==> config.mk <==
export PLATFORM = sky130hd
export DESIGN_NAME = seq_shifter_flat
export DESIGN_NICKNAME = d
export VERILOG_FILES = /design/src/rtl/seq_shifter_if.sv /design/src/rtl/seq_shifter.sv /design/src/flat_wrapper.sv
export SDC_FILE = /design/constraint.sdc
export NUM_CORES = 1
export LEC_CHECK = 0
export ABC_AREA = 1
export ABC_CLOCK_PERIOD_IN_PS = 1830
export CORE_UTILIZATION = 47
export DETAILED_ROUTE_END_ITERATION = 8
export MAX_ROUTING_LAYER = met4
export PLACE_DENSITY_LB_ADDON = 0.25
export SYNTH_ARGS = -nofsm -noshare
export SYNTH_HDL_FRONTEND = slang
export SYNTH_SLANG_ARGS = --single-unit
==> constraint.sdc <==
create_clock -name clk_i -period 1.83 [get_ports clk_i]
set_input_delay 0.183 -clock clk_i [delete_from_list [all_inputs] [get_ports clk_i]]
set_output_delay 0.183 -clock clk_i [all_outputs]
set_load 0.1 [all_outputs]
==> src/rtl/seq_shifter_if.sv <==
// Request/response bundle for the iterative shifter.
// Signal names follow the shifter's point of view: _i flows into the shifter, _o flows out.
interface seq_shifter_if #(
    parameter int unsigned WIDTH   = 32,
    parameter int unsigned SHAMT_W = $clog2(WIDTH)
);
    logic               in_valid_i;
    logic               in_ready_o;
    logic [WIDTH-1:0]   shift_in_i;
    logic [SHAMT_W-1:0] shift_amount_i;
    logic               arith_shift_i;
    logic               left_shift_i;
    logic               out_valid_o;
    logic               out_ready_i;
    logic [WIDTH-1:0]   shift_out_o;
    logic               busy_o;

    // Requester/consumer side
    modport master (
        output in_valid_i, shift_in_i, shift_amount_i, arith_shift_i, left_shift_i, out_ready_i,
        input  in_ready_o, out_valid_o, shift_out_o, busy_o
    );

    // Shifter side
    modport slave (
        input  in_valid_i, shift_in_i, shift_amount_i, arith_shift_i, left_shift_i, out_ready_i,
        output in_ready_o, out_valid_o, shift_out_o, busy_o
    );
endinterface

==> src/rtl/seq_shifter.sv <==
// Iterative shifter: moves the operand one bit position per clock, then holds the
// result until the consumer accepts it. WIDTH must match the connected interface.
module seq_shifter #(
    parameter int unsigned WIDTH   = 32,
    parameter int unsigned SHAMT_W = $clog2(WIDTH)
) (
    input  logic         clk_i,
    input  logic         rst_ni,
    seq_shifter_if.slave bus
);

    typedef enum logic [1:0] {StIdle, StShift, StDone} state_e;

    state_e             state_q, state_d;
    logic [WIDTH-1:0]   data_q, data_d;
    logic [SHAMT_W-1:0] count_q, count_d;
    logic               arith_q, arith_d;
    logic               left_q, left_d;

    // State, data, remaining count and latched controls
    always_ff @(posedge clk_i or negedge rst_ni) begin
        if (!rst_ni) begin
            state_q <= StIdle;
            data_q  <= '0;
            count_q <= '0;
            arith_q <= 1'b0;
            left_q  <= 1'b0;
        end else begin
            state_q <= state_d;
            data_q  <= data_d;
            count_q <= count_d;
            arith_q <= arith_d;
            left_q  <= left_d;
        end
    end

    // Next-state: load on accept, one bit per cycle while count != 0, hold in DONE
    always_comb begin
        state_d = state_q;
        data_d  = data_q;
        count_d = count_q;
        arith_d = arith_q;
        left_d  = left_q;
        case (state_q)
            StIdle: begin
                if (bus.in_valid_i) begin
                    data_d  = bus.shift_in_i;
                    count_d = bus.shift_amount_i;
                    arith_d = bus.arith_shift_i;
                    left_d  = bus.left_shift_i;
                    state_d = StShift;
                end
            end
            StShift: begin
                if (count_q != '0) begin
                    count_d = count_q - SHAMT_W'(1);
                    if (left_q) begin
                        data_d = {data_q[WIDTH-2:0], 1'b0};
                    end else begin
                        // Arithmetic right replicates the MSB, logical right fills zero
                        data_d = {arith_q & data_q[WIDTH-1], data_q[WIDTH-1:1]};
                    end
                end else begin
                    state_d = StDone;
                end
            end
            StDone: begin
                if (bus.out_ready_i) begin
                    state_d = StIdle;
                end
            end
            default: state_d = StIdle;
        endcase
    end

    // Handshake and status outputs decoded from the state
    always_comb begin
        bus.in_ready_o  = (state_q == StIdle);
        bus.out_valid_o = (state_q == StDone);
        bus.busy_o      = (state_q != StIdle);
        bus.shift_out_o = data_q;
    end

endmodule
==> src/flat_wrapper.sv <==
// flat-port wrapper written by rule: the top's interface ports become plain ports
module seq_shifter_flat 
#(
    parameter int unsigned WIDTH   = 32,
    parameter int unsigned SHAMT_W = $clog2(WIDTH)
)
  (clk_i, rst_ni, bus_in_valid_i, bus_shift_in_i, bus_shift_amount_i, bus_arith_shift_i, bus_left_shift_i, bus_out_ready_i, bus_in_ready_o, bus_out_valid_o, bus_shift_out_o, bus_busy_o);
  seq_shifter_if #(.WIDTH(WIDTH), .SHAMT_W(SHAMT_W)) bus_i ();
  input  logic clk_i;
  input  logic rst_ni;
  input wire logic [$bits(bus_i.in_valid_i)-1:0] bus_in_valid_i;
  input wire logic [$bits(bus_i.shift_in_i)-1:0] bus_shift_in_i;
  input wire logic [$bits(bus_i.shift_amount_i)-1:0] bus_shift_amount_i;
  input wire logic [$bits(bus_i.arith_shift_i)-1:0] bus_arith_shift_i;
  input wire logic [$bits(bus_i.left_shift_i)-1:0] bus_left_shift_i;
  input wire logic [$bits(bus_i.out_ready_i)-1:0] bus_out_ready_i;
  output wire logic [$bits(bus_i.in_ready_o)-1:0] bus_in_ready_o;
  output wire logic [$bits(bus_i.out_valid_o)-1:0] bus_out_valid_o;
  output wire logic [$bits(bus_i.shift_out_o)-1:0] bus_shift_out_o;
  output wire logic [$bits(bus_i.busy_o)-1:0] bus_busy_o;
  assign bus_i.in_valid_i = bus_in_valid_i;
  assign bus_i.shift_in_i = bus_shift_in_i;
  assign bus_i.shift_amount_i = bus_shift_amount_i;
  assign bus_i.arith_shift_i = bus_arith_shift_i;
  assign bus_i.left_shift_i = bus_left_shift_i;
  assign bus_i.out_ready_i = bus_out_ready_i;
  assign bus_in_ready_o = bus_i.in_ready_o;
  assign bus_out_valid_o = bus_i.out_valid_o;
  assign bus_shift_out_o = bus_i.shift_out_o;
  assign bus_busy_o = bus_i.busy_o;
  seq_shifter #(.WIDTH(WIDTH), .SHAMT_W(SHAMT_W)) u_core (.clk_i(clk_i), .rst_ni(rst_ni), .bus(bus_i));
endmodule
# Word level (Yosys, flattened, before mapping)
# Index checks and enable logic that the tools add are counted.
# Widths: inputs -> output; s select.
[word_totals]
ff_bits = 41
input_bits = 43
output_inout_bits = 35
word_cells = 31
[op_classes]
addsub = 1
eq_ne = 6
n_mux = 11
n_bitwise = 1
n_reduce_logical = 7
[op_table]
columns = ["op", "count"]
rows = [
  ["$mux 32", 3],
  ["$pmux 32 s2", 1],
  ["$mux 5", 2],
  ["$pmux 5 s2", 1],
  ["$mux 2", 3],
  ["$ne 2x2->1 const B", 3],
  ["$pmux 2 s3", 1],
  ["$reduce_and 3->1", 2],
  ["$reduce_bool 5->1", 1],
  ["$sub 5x1->5 const B", 1],
  ["$reduce_bool 2->1", 2],
  ["$eq 2x1->1 const B", 1],
  ["$eq 2x2->1 const B", 1],
  ["$logic_not 2->1", 1],
  ["$ne 2x1->1 const B", 1],
  ["$reduce_and 2->1", 1],
  ["$and 1x1->1", 1],
]

# Logic depth before layout (Yosys ltp)
# Gate-level depths: netlist (run 1).
[depth]
depth_word = 4
ltp_mapped = 8
ltp_nobuf = 8

# Worst setup path before layout (run 1)
# Ideal clock, no wire load.
[synth_timing]
path_kind = "register -> output"
startpoint = "register u_core.state_q[1]"
endpoint = "output bus_busy_o"
arrival_ps = 2012
t_required_ps = 1647
setup_slack_ps = -365
stages_incl_launch_ff = 3
n_path_buf = 0
cell_sequence = "dfrtp_1 nor2_2 inv_1"
[synth_between]
elab_chain_cells = 1
[synth_lines]
columns = ["element", "line", "text"]
rows = [
  ["start: declaration", "seq_shifter.sv:14", "state_e state_q, state_d;"],
  ["start signal: assignment", "seq_shifter.sv:23", "state_q <= StIdle;"],
  ["start signal: assignment", "seq_shifter.sv:29", "state_q <= state_d;"],
  ["$reduce_bool 2->1", "seq_shifter.sv:80", "bus.busy_o = (state_q != StIdle);"],
  ["end: declaration", "flat_wrapper.sv:20", "output wire logic [$bits(bus_i.busy_o)-1:0] bus_busy_o;"],
]
# Every way passes these cells.

# Worst setup path after layout (run 1)
[layout_timing]
startpoint = "register u_core.count_q[0]"
endpoint = "register u_core.data_q[15], in the netlist u_core.bus.shift_out_o[15]"
[layout_between]
elab_chain_cells = 3
[layout_lines]
columns = ["element", "line", "text"]
rows = [
  ["start: declaration", "seq_shifter.sv:16", "logic [SHAMT_W-1:0] count_q, count_d;"],
  ["start signal: assignment", "seq_shifter.sv:31", "count_q <= count_d;"],
  ["$reduce_bool 5->1", "seq_shifter.sv:55", "if (count_q != '0) begin"],
  ["$ne 2x1->1 (no source line)", "--", ""],
  ["$reduce_and 3->1 (no source line)", "--", ""],
  ["end signal: assignment", "seq_shifter.sv:30", "data_q <= data_d;"],
  ["end: declaration", "seq_shifter.sv:15", "logic [WIDTH-1:0] data_q, data_d;"],
]
# Every way passes these cells.
# A chain may end at the register's enable or synchronous reset.

==> impl_metrics.json, run 1 <==
{
  "gp_congestion": 0.811,
  "period_needed_ps": 1580,
  "n_antenna_cell": 0,
  "drtIter0Drc": 212,
  "num_vias": 2487,
  "cts_buffers": 5,
  "wl_per_cell_um": 11.9,
  "dp.final_hpwl_mm": 4.20,
  "path_clk_slew_ps": 80,
  "maxCapViolCount": 0,
  "finClkSkew_ps": 5.67,
  "wl_mm": 6.09,
  "dieHeight_um": 74.2,
  "drt-pass1-iter-count": 5,
  "rr_worst_depth": 8,
  "hold_path_class": "in -> reg",
  "synth_cell_types": 22,
  "r2r_slack_ps": 250,
  "synthesis.area_um2": 2450,
  "clkSinkCount": 41,
  "grt.total_usage_pct": 24.7,
  "core_um2": 4880,
  "crit_path_max_fanout": 22,
  "fin_nets": 486,
  "antenna_found_initial": 0,
  "min_path_cells": 3,
  "final_max_slew_viol_count": 0,
  "yosys_warnings": 0,
  "syn_inst": 370,
  "grt_pass1_wl_mm": 10.1,
  "syn-num-nets": 414,
  "nFillCells": 449,
  "end_kind": "flip-flop",
  "setup_violations": 0,
  "cts_hold_buffers": 1,
  "ys_ff_latch": 41,
  "finalHoldViolations": 0,
  "crit_type": "reg -> reg",
  "seq_area_um2": 1030,
  "cp_slowest_cell": "dfrtp_1",
  "crit_required_ps": 2010,
  "layout-drive-gt1-share_pct": 14.0,
  "start_util_pct": 50.2,
  "clk_latency_ps": 290,
  "fin_crit_sh_pct": 86.3,
  "core.rowCount": 25,
  "status": "finished clean",
  "relSlewSlack_pct": 59.4,
  "gr-total-overflow": 0,
  "clockBufferDepth": 2,
  "path_cells": "inv_1 -> ha_1 -> nand3_1 -> nand2_2 -> nand2_2 -> buf_4 -> nand2_1 -> o21ai_1",
  "post-route-drc-count": 0,
  "dieArea_um2": 5500,
  "area_growth_pct": 34.5,
  "grt_max_degree": 49,
  "critical-path-max-stage-delay_ps": 390,
  "root_buffer": "clkbuf_8",
  "htreeDepth": 2,
  "viasPerCell": 4.88,
  "max_freq_ghz": 0.634,
  "rsz0062_at_grt": "no",
  "setup_tns_ps": 0,
  "post_cts_buffers": 0,
  "dieWidth_um": 74.2,
  "cts_resized": 0,
  "critPathMostFrequentCell": "nand2_2",
  "final_antenna_net_count": 0,
  "crit_arrival_ps": 1750,
  "multi_input_area_um2": 1150,
  "startpoint_type": "flip-flop",
  "cts_tree": "done",
  "ys_seq_area_share_pct": 41.9,
  "synth.avg_cell_area_um2": 6.62,
  "tightest_slew_ps": 609,
  "io_pins": 78,
  "grt_pass1_vias": 2273,
  "port-buffer-count": 77
}
-- cell type report --
type,instances,area share [%]
clock buffers,6,2.20
clock inverters,2,0.304
inverters,43,4.90
multi-input cells,266,34.9
flip-flops and latches,41,31.1
well taps,67,2.54
repair buffers,85,24.0
-- cell families after synthesis --
kind of cell	count (synthesis)	share of synthesized area [%]
flip-flops	41	41.9
AND/OR/NAND/NOR	225	37.8
adder cells (fa/ha/maj)	1	0.511
AO/OA/AOI/OAI	40	8.33
buffers and inverters	63	11.5
-- per-stage QoR --
step	area, um2	util, %	setup slack [ps]	instances	hold WS [ps]
4_1_cts	3290	67.5	264	510	440
3_5_place_dp	3200	65.6	277	501	283
2_1_floorplan	2460	-	92.9	370	-113
6_report	3290	67.5	252	510	455
5_1_grt	3290	67.5	122	510	478
3_3_place_gp	3200	65.6	379	501	279
-- final timing paths --
path | start | endpoint
min reg2reg | u_core.arith_q | u_core.arith_q
min | bus_arith_shift_i | u_core.arith_q
min in group asynchronous | rst_ni | u_core.bus.shift_out_o[2]
max in group asynchronous | rst_ni | u_core.bus.shift_out_o[31]
max | u_core.count_q[0] | u_core.bus.shift_out_o[15]
max reg2reg | u_core.count_q[0] | u_core.bus.shift_out_o[15]
-- critical path, delay by kind of cell, from the launching register on --
kind | cells | cell delay [ps]
flops | 1 | 390
fa+ha+maj | 1 | 240
simple gates | 4 | 460
buf+inv | 2 | 320
compound gates | 1 | 60
-- cells in the mapped netlist --
| cell type | n | area [um2] |
|---|---|---|
| a21oi_1 | 1 | 5.00 |
| buf_1 | 1 | 3.75 |
| buf_2 | 9 | 45.0 |
| buf_4 | 5 | 37.5 |
| buf_6 | 2 | 22.5 |
| clkbuf_1 | 3 | 11.3 |
| dfrtp_1 | 41 | 1030 |
| ha_1 | 1 | 12.5 |
| inv_1 | 41 | 154 |
| inv_2 | 2 | 7.51 |
| nand2_1 | 168 | 631 |
| nand2_2 | 3 | 18.8 |
| nand3_1 | 41 | 205 |
| nand4_1 | 1 | 6.26 |
| nor2_1 | 6 | 22.5 |
| nor2_2 | 1 | 6.26 |
| nor2_4 | 1 | 11.3 |
| o211ai_1 | 1 | 7.51 |
| o21ai_0 | 2 | 10.0 |
| o21ai_1 | 35 | 175 |
| o22ai_1 | 1 | 6.26 |
| or2_2 | 4 | 25.0 |
-- layer usage --
layer,GRT usage [%],wire length [um],up-vias
li1,-,-,1285
met1,32.2,2740,1110
met2,39.6,2870,86
met3,3.66,407,6
met4,7.48,70,0
met5,-,0,-
-- cells in the final DEF (no fill, tap or decap), types with 3 or more instances in the layout --
| cell | instances |
|---|---|
| nor2_1 | 5 |
| buf_4 | 38 |
| clkdlybuf4s50_1 | 41 |
| nand2_1 | 168 |
| nand3_1 | 41 |
| dfrtp_1 | 41 |
| or2_2 | 4 |
| clkbuf_8 | 5 |
| nand2_2 | 3 |
| inv_1 | 41 |
| o21ai_1 | 35 |
| buf_12 | 4 |
-- state kept, by name (all words and copies together) (netlist names) --
name / flops
u_core.arith_q: 1
u_core.state_q: 2
u_core.count_q: 5
u_core.left_q: 1
u_core.bus.shift_out_o: 32
Power of run 1 is left out: the tool's default activity adds up to more than one toggle a clock period on the data nets, which glitch-free logic cannot reach.
==> run 2: changes to the inputs <==
CTS_CLUSTER_SIZE = 30   (was not set)
==> results of run 2 <==
The final DEF is identical to that of run 1; final timing and power are the same.
Power of run 2 is left out for the same reason.
==> run 3: changes to the inputs <==
CORE_UTILIZATION = 63   (was 47)
CTS_CLUSTER_DIAMETER = 40   (was not set)
DONT_BUFFER_PORTS = 1   (was not set)
==> run 3 against run 2 <==
- count of clock-buffer cells in the layout is 2 higher
- clock skew hardly changed
- non-clock buffer count is 41 lower
- register-to-register slack worse by 160 ps
- global-route usage is 7.2 points higher
- utilization is 9.8 points higher
- critical endpoint is now u_core.bus.shift_out_o[9]
- largest cell class unchanged
==> impl_metrics.json, run 3 (synthesized netlist as in run 1, its figures left out) <==
{
  "status": "finished clean",
  "period_needed_ps": 1740,
  "layout-drive-gt1-share_pct": 14.7,
  "nFillCells": 290,
  "worstHoldStart": "bus_arith_shift_i",
  "rsz0062_at_grt": "no",
  "start_util_pct": 66.4,
  "multi_input_area_um2": 1150,
  "largest_reg_flops": 32,
  "critical-path-max-stage-delay_ps": 380,
  "grt_max_degree": 62,
  "setup_tns_ps": 0,
  "grt_pass1_vias": 2272,
  "post_cts_buffers": 0,
  "path_buf_inv": 2,
  "hold_path_class": "in -> reg",
  "max_freq_ghz": 0.576,
  "area_growth_pct": 16.3,
  "viasPerCell": 5.41,
  "mostFrequentLayoutCells": "nand2_1 (168), inv_1 (41), nand3_1 (41), dfrtp_1 (41), buf_4 (39)",
  "r2r-start": "u_core.count_q[0]",
  "min_path_cells": 2,
  "cp_top_family": "simple AND/OR/NAND/NOR gates",
  "setup_violations": 0,
  "end_kind": "flip-flop",
  "io_pins": 78,
  "drt-pass1-iter-count": 5,
  "final_antenna_net_count": 0,
  "gr-total-overflow": 0,
  "cp_slowest_cell": "dfrtp_1",
  "clkSinkCount": 41,
  "finalHoldViolations": 0,
  "cts_tree": "done",
  "dieWidth_um": 64.4,
  "root_buffer": "clkbuf_8",
  "seq_area_um2": 1030,
  "grt.total_usage_pct": 31.9,
  "n_antenna_cell": 0,
  "core_um2": 3690,
  "critPathMostFrequentCell": "nand2_2",
  "core.rowCount": 22,
  "grt_pass1_wl_mm": 9.94,
  "dp_worst_setup_slack_ps": 185,
  "antenna_found_initial": 0,
  "crit_arrival_ps": 1900,
  "cts_buffers": 5,
  "holdWs_ps": 10.4,
  "gp_congestion": 0.872,
  "port-buffer-count": 0,
  "final_common_cell": "nand2_1",
  "relSlewSlack_pct": 58.6,
  "final_util_pct": 77.3,
  "reg2reg_to": "u_core.bus.shift_out_o[9]",
  "crit_required_ps": 2000,
  "fin_nets": 445,
  "tightest_slew_ps": 620,
  "dieHeight_um": 64.4,
  "clockBufferDepth": 2,
  "r2r_slack_ps": 90,
  "crit_path_max_fanout": 61,
  "hold_end": "u_core.arith_q",
  "post-route-drc-count": 0,
  "dieArea_um2": 4140,
  "rr_worst_depth": 8,
  "setup_slack_ps": 94.8,
  "path_cells": "inv_1 -> ha_1 -> nand3_1 -> nand2_2 -> nand2_2 -> buf_12 -> nand2_1 -> o21ai_1",
  "wl_mm": 5.76,
  "num_vias": 2433,
  "startpoint_type": "flip-flop",
  "final_max_slew_viol_count": 0,
  "finClkSkew_ps": 5.89,
  "dp.final_hpwl_mm": 3.86,
  "clk_latency_ps": 290,
  "crit_type": "reg -> reg",
  "maxCapViolCount": 0,
  "path_clk_slew_ps": 70,
  "wl_per_cell_um": 12.8,
  "fin_crit_sh_pct": 94.8,
  "htreeDepth": 2,
  "drtIter0Drc": 223
}
[run 3: cell types whose count changed in the layout (fill, tap and decap cells not counted), sizes merged]
cell	delta
buf	-1
clkbuf	+2
clkdlybuf4s50	-41
clkinv	-2
dlygate4sd3	+1
[run 3: layer usage]
metal  track usage (%)  up-vias  part of all wire [%]  routed length (um)
li1                  -     1206                     -                   -
met1              41.1     1112                    44                2510
met2              50.1      111                    48                2770
met3              7.14        4                   7.8                 447
met4              10.0        0                  0.69                  40
met5                 -        -                     0                   0
[run 3: through the flow]
stage / instance area, um2 / instances
global placement: 2730 / 439
floorplan: 2460 / 370
CTS: 2850 / 450
finish: 2850 / 450
detailed placement: 2730 / 439
global route: 2850 / 450
[run 3: timing repair]
item | CTS | global route
hold endpoints to repair | 42 | 0
hold buffers | 3 | 0
endpoints found under the setup margin | 0 | 0
resized for setup | 0 | 0
[run 3: cell type report]
type | instances | area share [%]
multi-input combinational | 266 | 40.3
sequential | 41 | 36.0
inverter | 43 | 5.66
timing repair buffer | 44 | 13.1
tap | 48 | 2.11
clock buffer | 8 | 2.81
[run 3: how the worst max path moves through the flow]
stage,startpoint,endpoint,slack (ps),cells past startpoint
CTS,u_core.state_q[1],bus_busy_o,130,4
floorplan,u_core.state_q[1],bus_busy_o,90,2
global placement,u_core.count_q[0],u_core.bus.shift_out_o[15],290,8
global route,u_core.count_q[0],u_core.bus.shift_out_o[9],4,8
detailed placement,u_core.count_q[0],u_core.bus.shift_out_o[9],190,8
finish,u_core.count_q[0],u_core.bus.shift_out_o[9],90,8
Power of run 3 is left out for the same reason.
